### config.mk
export PLATFORM = sky130hd
export DESIGN_NAME = acorn_encrypt_process
export DESIGN_NICKNAME = d
export VERILOG_FILES = /design/src/rtl/acorn_encrypt_process.sv
export SDC_FILE = /design/constraint.sdc
export NUM_CORES = 1
export LEC_CHECK = 0
export CAP_MARGIN = 40
export CELL_PAD_IN_SITES_DETAIL_PLACEMENT = 0
export CELL_PAD_IN_SITES_GLOBAL_PLACEMENT = 1
export CORE_AREA = 2 2 239 241
export DETAILED_ROUTE_END_ITERATION = 8
export DIE_AREA = 0 0 241 243
export PLACE_DENSITY = 0.7
export SETUP_SLACK_MARGIN = 0.3
export SYNTH_ARGS = -nofsm -noshare
export SYNTH_HDL_FRONTEND = slang
export SYNTH_SLANG_ARGS = --single-unit
### constraint.sdc
create_clock -name clk -period 3 [get_ports clk]
set_input_delay 0.75 -clock clk [delete_from_list [all_inputs] [get_ports clk]]
set_output_delay 0.75 -clock clk [all_outputs]
set_load 0.02 [all_outputs]
### src/rtl/acorn_encrypt_process.sv
// ---------------------------------------------------------------------------
// acorn_encrypt_process
//
// Bit-serial ACORN-128 encryption stage. Takes the 293-bit state left by the
// associated-data stage and absorbs one plaintext bit per state step. Each
// absorbed bit produces one ciphertext bit. After the last plaintext bit it
// runs the 256-step padding phase. It then holds the resulting state for
// finalization.
//
// Optional feature: define ACORN_DECRYPT_EN to add the 'dec' input. With
// dec=1 the streamed bits are treated as ciphertext and plaintext comes out.
//
// Ports:
//   clk, rst            clock, asynchronous active-low reset
//   start               one-cycle request, honoured only in IDLE/DONE
//   state_in, pt_len    initial state and message bit-length, captured on start
//   pt_bit, pt_valid    input bit stream (valid qualifier)
//   pt_ready            high while the block consumes input bits
//   ct_bit, ct_valid    output bit, valid pulses one cycle after acceptance
//   busy                high during message absorption and padding
//   done                padding complete, state_out is final
//   dec                 (ACORN_DECRYPT_EN only) decrypt mode, captured on start
//   state_out           registered state
// ---------------------------------------------------------------------------
module acorn_encrypt_process #(
    parameter int LEN_W     = 12,
    parameter int PAD_STEPS = 256
) (
    input  logic             clk,
    input  logic             rst,
    input  logic             start,
    input  logic [292:0]     state_in,
    input  logic [LEN_W-1:0] pt_len,
    input  logic             pt_bit,
    input  logic             pt_valid,
`ifdef ACORN_DECRYPT_EN
    input  logic             dec,
`endif
    output logic             pt_ready,
    output logic             ct_bit,
    output logic             ct_valid,
    output logic             busy,
    output logic             done,
    output logic [292:0]     state_out
);

    // The counter is shared by the message phase and the padding phase.
    localparam int CNT_W = (LEN_W > $clog2(PAD_STEPS)) ? LEN_W : $clog2(PAD_STEPS);

    typedef enum logic [1:0] {IDLE, PT, PAD, DONE} fsm_e;

    fsm_e             fsm_q, fsm_d;
    logic [292:0]     state_q, state_d;
    logic [CNT_W-1:0] cnt_q, cnt_d;
    logic [LEN_W-1:0] len_q, len_d;
    logic             ct_bit_q, ct_bit_d;
    logic             ct_valid_q, ct_valid_d;
    logic             done_q, done_d;
    logic             dec_q, dec_d;

    logic             step_m, step_ca, step_ks;
    logic [292:0]     step_next;
    logic [CNT_W-1:0] last_pt_cnt;

    assign last_pt_cnt = CNT_W'(len_q) - CNT_W'(1);

    // Message bits (or decrypted bits) drive the step in PT.
    // The padding schedule drives it in PAD: a single 1 first,
    // then ca stays on for the first half.
    always_comb begin
        step_m  = 1'b0;
        step_ca = 1'b1;
        if (fsm_q == PT) begin
            step_m  = dec_q ? (pt_bit ^ step_ks) : pt_bit;
            step_ca = 1'b1;
        end else begin
            step_m  = (cnt_q == '0);
            step_ca = (cnt_q < CNT_W'(PAD_STEPS / 2));
        end
    end

    // One StateUpdate128 step. The LFSR taps are folded in sequence,
    // and ks is built from the folded taps. ks never depends on m,
    // so step_m may use step_ks without forming a loop. cb is always
    // 0 in this stage.
    always_comb begin
        logic [292:0] s;
        logic         f;
        s      = state_q;
        s[289] = s[289] ^ s[235] ^ s[230];
        s[230] = s[230] ^ s[196] ^ s[193];
        s[193] = s[193] ^ s[160] ^ s[154];
        s[154] = s[154] ^ s[111] ^ s[107];
        s[107] = s[107] ^ s[66]  ^ s[61];
        s[61]  = s[61]  ^ s[23]  ^ s[0];
        step_ks = s[12] ^ s[154]
                ^ ((s[235] & s[61]) ^ (s[235] & s[193]) ^ (s[61] & s[193]))
                ^ ((s[230] & s[111]) ^ (~s[230] & s[66]));
        f = s[0] ^ ~s[107]
          ^ ((s[244] & s[23]) ^ (s[244] & s[160]) ^ (s[23] & s[160]))
          ^ (step_ca & s[196]) ^ step_m;
        step_next = {f, s[292:1]};
    end

    // Next-state logic for the control FSM and the datapath registers.
    always_comb begin
        fsm_d      = fsm_q;
        state_d    = state_q;
        cnt_d      = cnt_q;
        len_d      = len_q;
        ct_bit_d   = ct_bit_q;
        ct_valid_d = 1'b0;
        done_d     = done_q;
        dec_d      = dec_q;
        case (fsm_q)
            IDLE, DONE: begin
                if (start) begin
                    state_d = state_in;
                    len_d   = pt_len;
                    cnt_d   = '0;
                    done_d  = 1'b0;
`ifdef ACORN_DECRYPT_EN
                    dec_d   = dec;
`else
                    dec_d   = 1'b0;
`endif
                    fsm_d   = (pt_len != '0) ? PT : PAD;
                end
            end
            PT: begin
                if (pt_valid) begin
                    state_d    = step_next;
                    cnt_d      = cnt_q + CNT_W'(1);
                    ct_bit_d   = pt_bit ^ step_ks;
                    ct_valid_d = 1'b1;
                    if (cnt_q == last_pt_cnt) begin
                        fsm_d = PAD;
                        cnt_d = '0;
                    end
                end
            end
            PAD: begin
                state_d = step_next;
                cnt_d   = cnt_q + CNT_W'(1);
                if (cnt_q == CNT_W'(PAD_STEPS - 1)) begin
                    fsm_d  = DONE;
                    cnt_d  = '0;
                    done_d = 1'b1;
                end
            end
            default: fsm_d = IDLE;
        endcase
    end

    // State registers. The reset is asynchronous, so it aborts any run at once.
    always_ff @(posedge clk or negedge rst) begin
        if (!rst) begin
            fsm_q      <= IDLE;
            state_q    <= '0;
            cnt_q      <= '0;
            len_q      <= '0;
            ct_bit_q   <= 1'b0;
            ct_valid_q <= 1'b0;
            done_q     <= 1'b0;
            dec_q      <= 1'b0;
        end else begin
            fsm_q      <= fsm_d;
            state_q    <= state_d;
            cnt_q      <= cnt_d;
            len_q      <= len_d;
            ct_bit_q   <= ct_bit_d;
            ct_valid_q <= ct_valid_d;
            done_q     <= done_d;
            dec_q      <= dec_d;
        end
    end

    assign pt_ready  = (fsm_q == PT);
    assign busy      = (fsm_q == PT) || (fsm_q == PAD);
    assign ct_bit    = ct_bit_q;
    assign ct_valid  = ct_valid_q;
    assign done      = done_q;
    assign state_out = state_q;

endmodule

==> results.txt <==
Status = finished, final reports clean
Reg clk slew, reported paths = 0.06 ns
Clk root buf = clkbuf_16
Post-synth top cells = 322 x dfrtp_1, 310 x nand2_1, 295 x o21ai_0
Worst Hold Class = in -> async
Share of cells above drive strength 1 = 7.052%
GR Util All Layers = 19.10%
Crit end category = flip-flop
Synthesized instance count = 1,503
Site Rows = 87
Fin nets = 2,413
Core Region = 55,950 sq um
# Max-Cap Violations = 0
Critical Path RT = 3.44 ns
Setup TNS = 0 ns
Least-Margin Pin Slew = 0.8789 ns
Fin area = 23,930 sq um
Lkg Pwr = 0.01031 uW
Pwr per Cell Area = 1351 nW/um^2
DP HPWL = 43.20 mm
Placed insts = 2,806
CP startpoint kind = flip-flop
I/O pins = 608
Yosys reg bits = 322
RSZ-0062 raised after global routing = yes
Slew headroom = 41.40%
Max-slew violation count = 0
CP max stage cell = or4b_4
Max H-tree Level = 2
Period utilization = 89.57%
Endpoints failing setup = 0
Initial antenna violation count = 10
Setup slack after layout = 0.3130 ns
First-pass GRT wire length = 85.12 mm
WL per Instance = 19.67 microns
Clk Latency, worst-skew pair = 0.56 ns
Arrival @ worst endpoint = 3.13 ns
Total CTS buffers = 41
Mean Syn Cell Area = 10.16 sq um
Die area = 58,560 sq um
Max incr delay on CP = 0.46 ns
Final Hold Vio Count = 0
Dominant synthesized flop cell = dfrtp_1
DR iter-0 viols = 612
Count of input and output buffers = 607
Most frequent cell after synthesis = dfrtp_1
Count of distinct cell types in the synthesized netlist = 48
DIE WIDTH = 241 microns
Starting density of the core = 27.29%
Area post-placement = 22,470 sq um
Post-synth ARST share = 100.0%
Worst Setup SP = len_q[1]
Syn Nets = 1,818
GR met2 Demand/Resource = 31.87%
TritonCTS clock tree = built
Clock sinks = 322
Met3 Use GR = 6.153%
Area Overhead vs Synth = 56.69%
Fillers = 5,511
Die height = 243 microns
Number of enable flip-flop cells after synthesis = 0
First-pass DRT Iterations = 5
Via Count = 13,240
Met1 usage = 23.17%
Largest net degree at the start of global routing = 109
Worst vdd ir = 0.0007224 V
Finished Layout Cells = 2,888
Leading area contributor after synthesis = dfrtp_1
Area fraction of the dominant cell type after synthesis = 52.77%
Vias per cell = 4.584
Top achievable clock speed = 0.3722 GHz
ANT nets after route = 0
Global route hottest layer = met2
Vias in the first global route = 13,730
FF-to-FF Start = len_q[1]
Clk buf depth = 3
Crit-path max FO = 4
Mapped cell area = 15,270 sq um
Yosys Warn Count = 0
CP Class = reg -> reg
Seq/Total Area, Yosys = 52.77%
# DRC = 0
Routability congestion estimate = 0.8703
Grt total ovfl = 0
Clk_skew = 0.02951 ns
Minimum clock period = 2.687 ns
Main area contributors after synthesis = dfrtp_1 53%, mux2i_1 19%, o21ai_0 9.7%
WL final = 56.81 mm
Critical-path cell list = inv_1 -> ha_2 -> or4b_4 -> buf_4 -> or2_4 -> a2111oi_4 -> a31oi_2 -> or2_1 -> mux2_4
Pre-CTS WS = 0.1663 ns
[cells by family (layout without fill, tap and decap cells)]
family          count (synthesis)  count (layout)  synth area share [%]
flops                         322             322                 52.77
xor+xnor                       35              35                 2.008
other cells                     0               5                     0
mux                           300             300                 19.80
simple gates                  366             366                 9.726
compound gates                352             352                 12.18
buf+inv                       121             745                 2.983
fa+ha+maj                       7               7                0.5408
[flip-flops by register name (all words and copies together) (netlist names)]
signal	flops
len_q	12
state_out	293
ct_valid	1
cnt_q	12
ct_bit	1
done	1
fsm_q	2
[per-layer routing]
layer / wire length [microns] / part of all wire, % / vias up
met4: 1537 / 2.7 / 12
met5: 84 / 0.15 / -
li1: - / - / 6418
met2: 27640 / 49 / 398
met1: 23150 / 41 / 6319
met3: 4396 / 7.7 / 91
[worst max-delay path: cells and delay by family, from the launching register on]
family,cells,cell delay [ns]
AO/OA/AOI/OAI,2,0.49
adder cells (fa/ha/maj),1,0.17
buffers and inverters,2,0.23
flip-flops,1,0.40
multiplexers,1,0.30
AND/OR/NAND/NOR,3,0.99
[path summary, 6_finish.rpt]
path | to | depth (start not counted) | slack [ns]
setup reg to reg | fsm_q[0] | 9 | 0.31
min in group clk | ct_bit | 2 | 0.49
hold / removal | state_out[70] | 1 | 0.15
hold reg to reg | ct_bit | 2 | 0.49
setup / recovery | fsm_q[0] | 9 | 0.31
max in group asynchronous | state_out[150] | 3 | 1.99
[what timing repair did]
action / CTS / global route
setup endpoints to repair: 14 / 16
gates resized for setup: 4 / 8
buffers inserted: 4 / 1
pin swaps: 4 / 3
hold buffers: 0 / 0
[stage by stage]
step                hold WS, ns  util [%]  total power [uW]
global route             0.1700     42.75             34550
finish                   0.1501     42.76             32320
global placement         0.4623     40.16             27290
detailed placement       0.4828     40.16             27570
CTS                      0.1667     42.69             32750
floorplan                0.4544         -             19410
[where the power goes]
part | switching (uW) | leakage, uW | internal [uW] | total (uW)
sequential | 2100 | 0.00395 | 6620 | 8720
clock | 1950 | 0.000681 | 2980 | 4940
combinational | 10100 | 0.00568 | 8560 | 18700
[cell type report]
class | count | area (sq um) | area share [%]
sequential | 322 | 8059 | 33.68
multi-input combinational | 1060 | 6814 | 28.48
timing repair buffer | 660 | 6680 | 27.92
clock buffer | 58 | 1251 | 5.229
tap | 756 | 945.9 | 3.953
clock inverter | 14 | 115.1 | 0.4811
inverter | 13 | 48.80 | 0.2039
antenna | 5 | 12.51 | 0.05229
[cells in the final DEF (no fill, tap or decap), types with 3 or more instances in the layout]
cell type and instances:
buf_12 16, or3_1 3, clkdlybuf4s50_1 604, nand2b_1 6, o21ai_0 293, xnor2_1 23, clkbuf_16 42, nand2_1 308
clkbuf_8 14, inv_1 13, o31ai_1 3, nor3_1 6, mux2i_1 287, clkinv_2 9, nor2_1 12, ha_1 3
diode_2 5, o22ai_1 14, buf_4 37, nor4_1 5, mux2_2 12, xor2_1 12, a21oi_1 14, nand3_1 7
a31oi_1 10, dfrtp_1 321
Power figures use the tool's default switching activity.
